==> src/rtl/counter_pkg.sv <==
// Shared constants and helpers for the parametrised up/down counter.
package counter_pkg;

    localparam int unsigned CNT_WRAP = 0;
    localparam int unsigned CNT_SAT  = 1;

    // Largest value the counter may hold for a given modulus.
    function automatic int unsigned max_val(input int unsigned modulus);
        return modulus - 1;
    endfunction

    // Out-of-range load values are clamped to the top of the count range.
    function automatic int unsigned clamp_load(input int unsigned value,
                                               input int unsigned modulus);
        return (value < modulus) ? value : (modulus - 1);
    endfunction

endpackage

==> src/rtl/counter_next_calc.sv <==
// Combinational next-count, limit detection and terminal count for the counter.
module counter_next_calc
    import counter_pkg::*;
#(
    parameter int unsigned WIDTH    = 4,
    parameter int unsigned MODULUS  = 16,
    parameter int unsigned SATURATE = CNT_WRAP
) (
    input  logic [WIDTH-1:0] q_i,
    input  logic             up_i,
    input  logic             en_i,
    input  logic             load_i,
    input  logic [WIDTH-1:0] load_val_i,
    input  logic             clear_i,
    output logic [WIDTH-1:0] q_next_c,
    output logic             limit_hit_c,
    output logic             tc_c
);

    // One extra bit so MODULUS == 2**WIDTH compares and steps without truncation.
    localparam int unsigned    CW     = WIDTH + 1;
    localparam logic [CW-1:0]  MAXVAL = CW'(max_val(MODULUS));
    localparam logic [CW-1:0]  ZERO   = '0;
    localparam logic           HOLD   = (SATURATE == CNT_SAT);

    logic [CW-1:0]    q_ext;
    logic [CW-1:0]    q_inc;
    logic [CW-1:0]    q_dec;
    logic             at_max;
    logic             at_min;
    logic [WIDTH-1:0] load_clamped;

    assign q_ext        = {1'b0, q_i};
    assign q_inc        = q_ext + CW'(1);
    assign q_dec        = q_ext - CW'(1);
    assign at_max       = (q_ext == MAXVAL);
    assign at_min       = (q_ext == ZERO);
    assign load_clamped = WIDTH'(clamp_load(32'(load_val_i), MODULUS));
    assign tc_c         = up_i ? at_max : at_min;

    always_comb begin
        q_next_c    = q_i;
        limit_hit_c = 1'b0;
        if (clear_i) begin
            q_next_c = '0;
        end else if (load_i) begin
            q_next_c = load_clamped;
        end else if (en_i) begin
            if (up_i) begin
                if (at_max) begin
                    limit_hit_c = 1'b1;
                    q_next_c    = HOLD ? q_i : '0;
                end else begin
                    q_next_c = WIDTH'(q_inc);
                end
            end else begin
                if (at_min) begin
                    limit_hit_c = 1'b1;
                    q_next_c    = HOLD ? q_i : WIDTH'(MAXVAL);
                end else begin
                    q_next_c = WIDTH'(q_dec);
                end
            end
        end
    end

endmodule

==> src/rtl/sync_updown_counter.sv <==
// Parametrised synchronous up/down counter with wrap/saturate modes,
// cascadable terminal count, one-cycle wrap pulse and sticky overflow.
module sync_updown_counter
    import counter_pkg::*;
#(
    parameter int unsigned WIDTH    = 4,
    parameter int unsigned MODULUS  = 16,
    parameter int unsigned SATURATE = CNT_WRAP
) (
    input  logic             clk,
    input  logic             rst,
    input  logic             clear,
    input  logic             load,
    input  logic [WIDTH-1:0] load_val,
    input  logic             en,
    input  logic             up,
    output logic [WIDTH-1:0] q,
    output logic             tc,
    output logic             wrap,
    output logic             ovf
);

    logic [WIDTH-1:0] q_q;
    logic [WIDTH-1:0] q_d;
    logic             wrap_q;
    logic             wrap_d;
    logic             ovf_q;
    logic             ovf_d;
    logic             limit_hit;

    counter_next_calc #(
        .WIDTH    (WIDTH),
        .MODULUS  (MODULUS),
        .SATURATE (SATURATE)
    ) u_next (
        .q_i         (q_q),
        .up_i        (up),
        .en_i        (en),
        .load_i      (load),
        .load_val_i  (load_val),
        .clear_i     (clear),
        .q_next_c    (q_d),
        .limit_hit_c (limit_hit),
        .tc_c        (tc)
    );

    // wrap pulses only on limit events; ovf accumulates until clear or reset.
    always_comb begin
        wrap_d = limit_hit;
        ovf_d  = ovf_q | limit_hit;
        if (clear) begin
            ovf_d = 1'b0;
        end
    end

    always_ff @(posedge clk or posedge rst) begin
        if (rst) begin
            q_q    <= '0;
            wrap_q <= 1'b0;
            ovf_q  <= 1'b0;
        end else begin
            q_q    <= q_d;
            wrap_q <= wrap_d;
            ovf_q  <= ovf_d;
        end
    end

    assign q    = q_q;
    assign wrap = wrap_q;
    assign ovf  = ovf_q;

endmodule

==> config.mk <==
export PLATFORM = sky130hd
export DESIGN_NAME = sync_updown_counter
export DESIGN_NICKNAME = d
export VERILOG_FILES = /design/src/rtl/counter_pkg.sv /design/src/rtl/counter_next_calc.sv /design/src/rtl/sync_updown_counter.sv
export SDC_FILE = /design/constraint.sdc
export NUM_CORES = 1
export LEC_CHECK = 0
export ABC_CLOCK_PERIOD_IN_PS = 1700
export BUFFER_PORTS_ARGS = -buffer_cell sky130_fd_sc_hd__buf_4
export CAP_MARGIN = 30
export CORE_MARGIN = 8
export CORE_UTILIZATION = 30
export DETAILED_ROUTE_END_ITERATION = 10
export GPL_TIMING_DRIVEN = 0
export MAX_ROUTING_LAYER = met4
export PLACE_DENSITY = 0.62
export SLEW_MARGIN = 25
export SYNTH_ARGS = -nofsm -noshare
export SYNTH_HDL_FRONTEND = slang
export SYNTH_SLANG_ARGS = --single-unit
==> constraint.sdc <==
create_clock -name clk -period 1.7 [get_ports clk]
set_input_delay 0.34 -clock clk [delete_from_list [all_inputs] [get_ports clk]]
set_output_delay 0.34 -clock clk [all_outputs]
set_load 0.05 [all_outputs]
# Word level (Yosys, flattened, before mapping)
# Cells that the tools add are included.
[totals] input_bits=10 out_inout_bits=7 register_bits=6
[op_classes] bitwise=1 n_mux=14 n_reduce_logical=2 eq_ne=1 addsub=2
[ops] op="$mux 4" n=6
[ops] op="$mux 1" n=8
[ops] op="$logic_not 5->1" n=1
[ops] op="$add 4x1->4 const B" n=1
[ops] op="$eq 4x4->1 const B" n=1
[ops] op="$sub 4x1->4 const B" n=1
[ops] op="$reduce_bool 3->1" n=1
[ops] op="$or 1x1->1" n=1

# Longest topological paths before layout
[logic_depth] ltp_word=8 ltp_mapped=6 mapped_depth_nobuf=6

# Modules after synthesis
# Synthesis repeated with hierarchy kept, for this count alone.
[unflattened] hier_cells=52 hier_area_um2=467.9
[modules_own_cells] mod="counter_next_calc" area_per_inst_um2=304.0 seq_area_each_um2=0.0 n_inst=1 cells_per_inst=44
[modules_own_cells] mod="sync_updown_counter" area_per_inst_um2=163.9 seq_area_each_um2=150.1 n_inst=1 cells_per_inst=8

# Worst setup path after synthesis
# No wires, ideal clock.
[synth_path] path_type="flip-flop to flip-flop" startpoint="register q_q[0], in the netlist q[0]" endpoint="register ovf_q, in the netlist ovf" stages_incl_launch_ff=7 arrival_time_ps=2535 slack_ps=-911 cell_sequence="dfrtp_1 > inv_2 > ha_1 > nand2b_1 > o31ai_1 > a21oi_1 > nor2_1"
[synth_via] elab_chain_cells=8
[synth_rtl] element="start: declaration" line="sync_updown_counter.sv:23" source="logic [WIDTH-1:0] q_q;"
[synth_rtl] element="start signal: assignment" line="sync_updown_counter.sv:62" source="q_q <= q_d;"
[synth_rtl] element="$eq 4x4->1 or $logic_not 5->1 (tied branches)" line="counter_next_calc.sv:36, counter_next_calc.sv:37"
[synth_rtl] element="$mux 1 (on tied branches)" line="counter_next_calc.sv:50, counter_next_calc.sv:57"
[synth_rtl] element="$mux 1 *" line="counter_next_calc.sv:49" source="if (up_i) begin"
[synth_rtl] element="$mux 1 *" line="counter_next_calc.sv:48" source="end else if (en_i) begin"
[synth_rtl] element="$mux 1 *" line="counter_next_calc.sv:46" source="end else if (load_i) begin"
[synth_rtl] element="$mux 1 *" line="counter_next_calc.sv:44" source="if (clear_i) begin"
[synth_rtl] element="$or 1x1->1 *" line="sync_updown_counter.sv:50" source="ovf_d = ovf_q | limit_hit;"
[synth_rtl] element="$mux 1 *" line="sync_updown_counter.sv:51" source="if (clear) begin"
[synth_rtl] element="via ovf_d" line="sync_updown_counter.sv:28" source="logic ovf_d;"
[synth_rtl] element="end signal: assignment" line="sync_updown_counter.sv:64" source="ovf_q <= ovf_d;"
[synth_rtl] element="end: declaration" line="sync_updown_counter.sv:27" source="logic ovf_q;"
# Mark *: on every way through the listed nets, which the timed path passes. The rest lies on a longest branch.
# A chain may end at the register's enable or synchronous reset.

# Final worst setup path
[layout_path] startpoint="register q_q[1], in the netlist q[1]" endpoint="output port tc"
[layout_via] elab_chain_cells=2
[layout_rtl] element="$eq 4x4->1 or $logic_not 5->1 (tied branches)" line="counter_next_calc.sv:36, counter_next_calc.sv:37"
[layout_rtl] element="$mux 1 *" line="counter_next_calc.sv:39" source="assign tc_c = up_i ? at_max : at_min;"
[layout_rtl] element="end: declaration" line="sync_updown_counter.sv:18" source="output logic tc,"
# Mark *: on every way between the ends. The rest lies on a longest branch, timed or not.

==> impl_metrics.tcl <==
set metrics [dict create \
    maxCapViolCount 0 \
    async_flop_share_pct 100 \
    cp_top_family "flip-flops" \
    final_nets 88 \
    die_y_um 53.7 \
    worstMarginPinSlew_ns 0.319 \
    place_area_sq_um 594 \
    clock_path_buffers 2 \
    slew_headroom_pct 78.8 \
    routed_wl_mm 1.14 \
    grt_pass1_vias 476 \
    ys_ff_latch 6 \
    p_int_w 0.000310 \
    area_growth_pct 52.5 \
    pwr-share-clk_pct 27.7 \
    power_switching_w 0.000166 \
    outcome "complete, but fails checks" \
    yosysUniqueCellTypes 24 \
    cts_buffers 3 \
    p_leak_nw 0.318 \
    synth-edff-count 0 \
    layout_commonest_cell "buf_4" \
    drc 0 \
    grt_max_degree 10 \
    vias_per_cell 5.16 \
    worstSetupStartpointType "flop" \
    synth_warnings 0 \
    startpoint "q[1]" \
    ys_seq_area_share_pct 35.2 \
    io_buffers 15 \
    die_x_um 53.7 \
    die_area_sq_um 2880 \
    dp_worst_setup_slack_ns 0.106 \
    rows 13 \
    vias 459 \
    min_path_type "input pin to asynchronous set/reset pin" \
    synth_area_sq_um 427 \
    crit_type "flop to output pin" \
    sw_frac_of_total_pct 34.9 \
    avgSynthCellArea_sq_um 8.20 \
    fin_ws_ns -0.0558 \
    critPathArrivalTime_ns 1.42 \
    crit_chain "inv_2 -> ha_4 -> nand2b_4 -> o31ai_4 -> buf_6" \
    period_minus_slack_ns 1.76 \
    power_density_nw_per_um2 731 \
    htreeDepth 1 \
    wl_per_cell_um 12.9 \
    finalInstanceArea_sq_um 651 \
    rr_startpoint "q[2]" \
    gp_congestion 0.789 \
    cts_tree "done" \
    violations "setup timing" \
    fin_skew_ns 0.00360 \
    first_pass_iters 4 \
    fin_cells 89 \
    cts_sinks 6 \
    crit_path_max_incr_delay_ns 0.44 \
    drive_gt1_share_pct 40.5 \
    grt_antenna_before_repair 0 \
    initial_core_util_pct 32.4 \
    overflow 0 \
    core_area_sq_um 1320 \
    synthesis.nets 64 \
    ys.flop_type "dfrtp_1" \
    antenna_cells 0 \
    required_ns 1.36 \
    mostFrequentLayoutCells "buf_4, a21oi_1, inv_1" \
    p_comb_share_pct 36.9 \
    fmax_ghz 0.570 \
    setup.worst_path.end_class "output pin" \
    cp_slowest_cell "dfrtp_2" \
    drt-initial-drc-count 3 \
    setup_viol 1 \
    clk_pin_slew_ns 0.04 \
    synthCells 52 \
    crit_buf_inv 2 \
    num-fill-cells 131 \
    hold_violations 0 \
    rsz0062_at_grt "true" \
    ant_nets 0 \
    setup_tns_ns -0.0558 \
    hpwl_um 855 \
    p_seq_share_pct 35.4 \
    slew_violations 0 \
    cts_root_buf "clkbuf_4" \
    cp_max_fo 4 \
    peakVddDrop_mv 0.474 \
    track_usage_pct 9.68 \
    dp.cells 82 \
    io_pins 17 \
    period_share_pct 103 \
    clock_latency_ns 0.25 \
    grt_pass1_wl_mm 1.92 \
]
-- synthesized netlist by cell type (all sizes together), types with 2 or more instances --
library cell  number  share of area (%)
a21oi              7                8.2
dfrtp              6                 35
ha                 2                5.9
inv                8                7.0
nand2              3                2.6
nor2               4                3.5
o21ai              4                4.7
o31ai              2                3.5
xnor2              2                4.1
-- repair_timing --
| item | 4_1_cts | 5_1_grt |
|---|---|---|
| hold buffers | 0 | 0 |
| resized for setup | 1 | 0 |
| pin swaps | 1 | 0 |
| buffers inserted | 4 | 0 |
| setup endpoints to repair | 1 | 1 |
-- worst paths after layout --
kind / to / cells past startpoint / slack, ns
worst min-delay path: wrap / 2 / 0.002
max in group asynchronous: q[1] / 2 / 1.49
min in group clk: wrap / 2 / 0.29
worst max-delay path: tc / 5 / -0.06
worst max register to register: q[3] / 4 / 0.21
worst min register to register: ovf / 2 / 0.49
-- power by group through the flow --
stage	combinational [W]	sequential, W	clock (W)
2_1_floorplan	0.0000797	0.000202	0
3_3_place_gp	0.000159	0.000174	0
3_5_place_dp	0.000159	0.000174	0
4_1_cts	0.000176	0.000168	0.000137
5_1_grt	0.000190	0.000170	0.000150
6_report	0.000175	0.000169	0.000132
-- worst register-to-register path: stages, from the launching register on --
cell     delay [ns]
dfrtp_1        0.46
inv_1          0.15
or4_1          0.50
a21bo_1        0.20
a31oi_2        0.12
-- registers in the layout, summed over array words and instances, names as in the netlist --
signal,flops
wrap,1
ovf,1
q,4
-- cell families after synthesis --
logic type      share of synthesized area, %
buf+inv                                 7.92
xor+xnor                                4.11
flops                                   35.2
compound gates                          29.6
fa+ha+maj                               5.86
simple gates                            15.0
mux                                     2.35
-- cell type report --
class	instances	area [sq um]	area share, %
multi-input cells	37	277	42.5
clock buffers	3	22.5	3.46
repair buffers	19	146	22.5
well taps	15	18.8	2.88
plain buffers	1	3.75	0.577
flip-flops and latches	6	153	23.5
inverters	8	30.0	4.62
-- layer usage --
layer	wire length [um]	global-route usage, %	share of wire (%)	vias up
li1	-	-	-	226
met1	482	10.0	42	205
met2	524	13.5	46	21
met3	92	6.06	8.0	7
met4	45	5.88	3.9	0
met5	0	-	0	-
-- through the flow --
step | total power, W | hold slack, ns | util, %
global placement | 0.000333 | 0.273 | 45.1
finish | 0.000476 | 0.00152 | 49.4
global route | 0.000510 | 0.0204 | 49.4
detailed placement | 0.000333 | 0.272 | 45.1
CTS | 0.000481 | 0.00490 | 49.4
floorplan | 0.000281 | 0.131 | -
No activity file was read; power rests on OpenSTA's default activity.
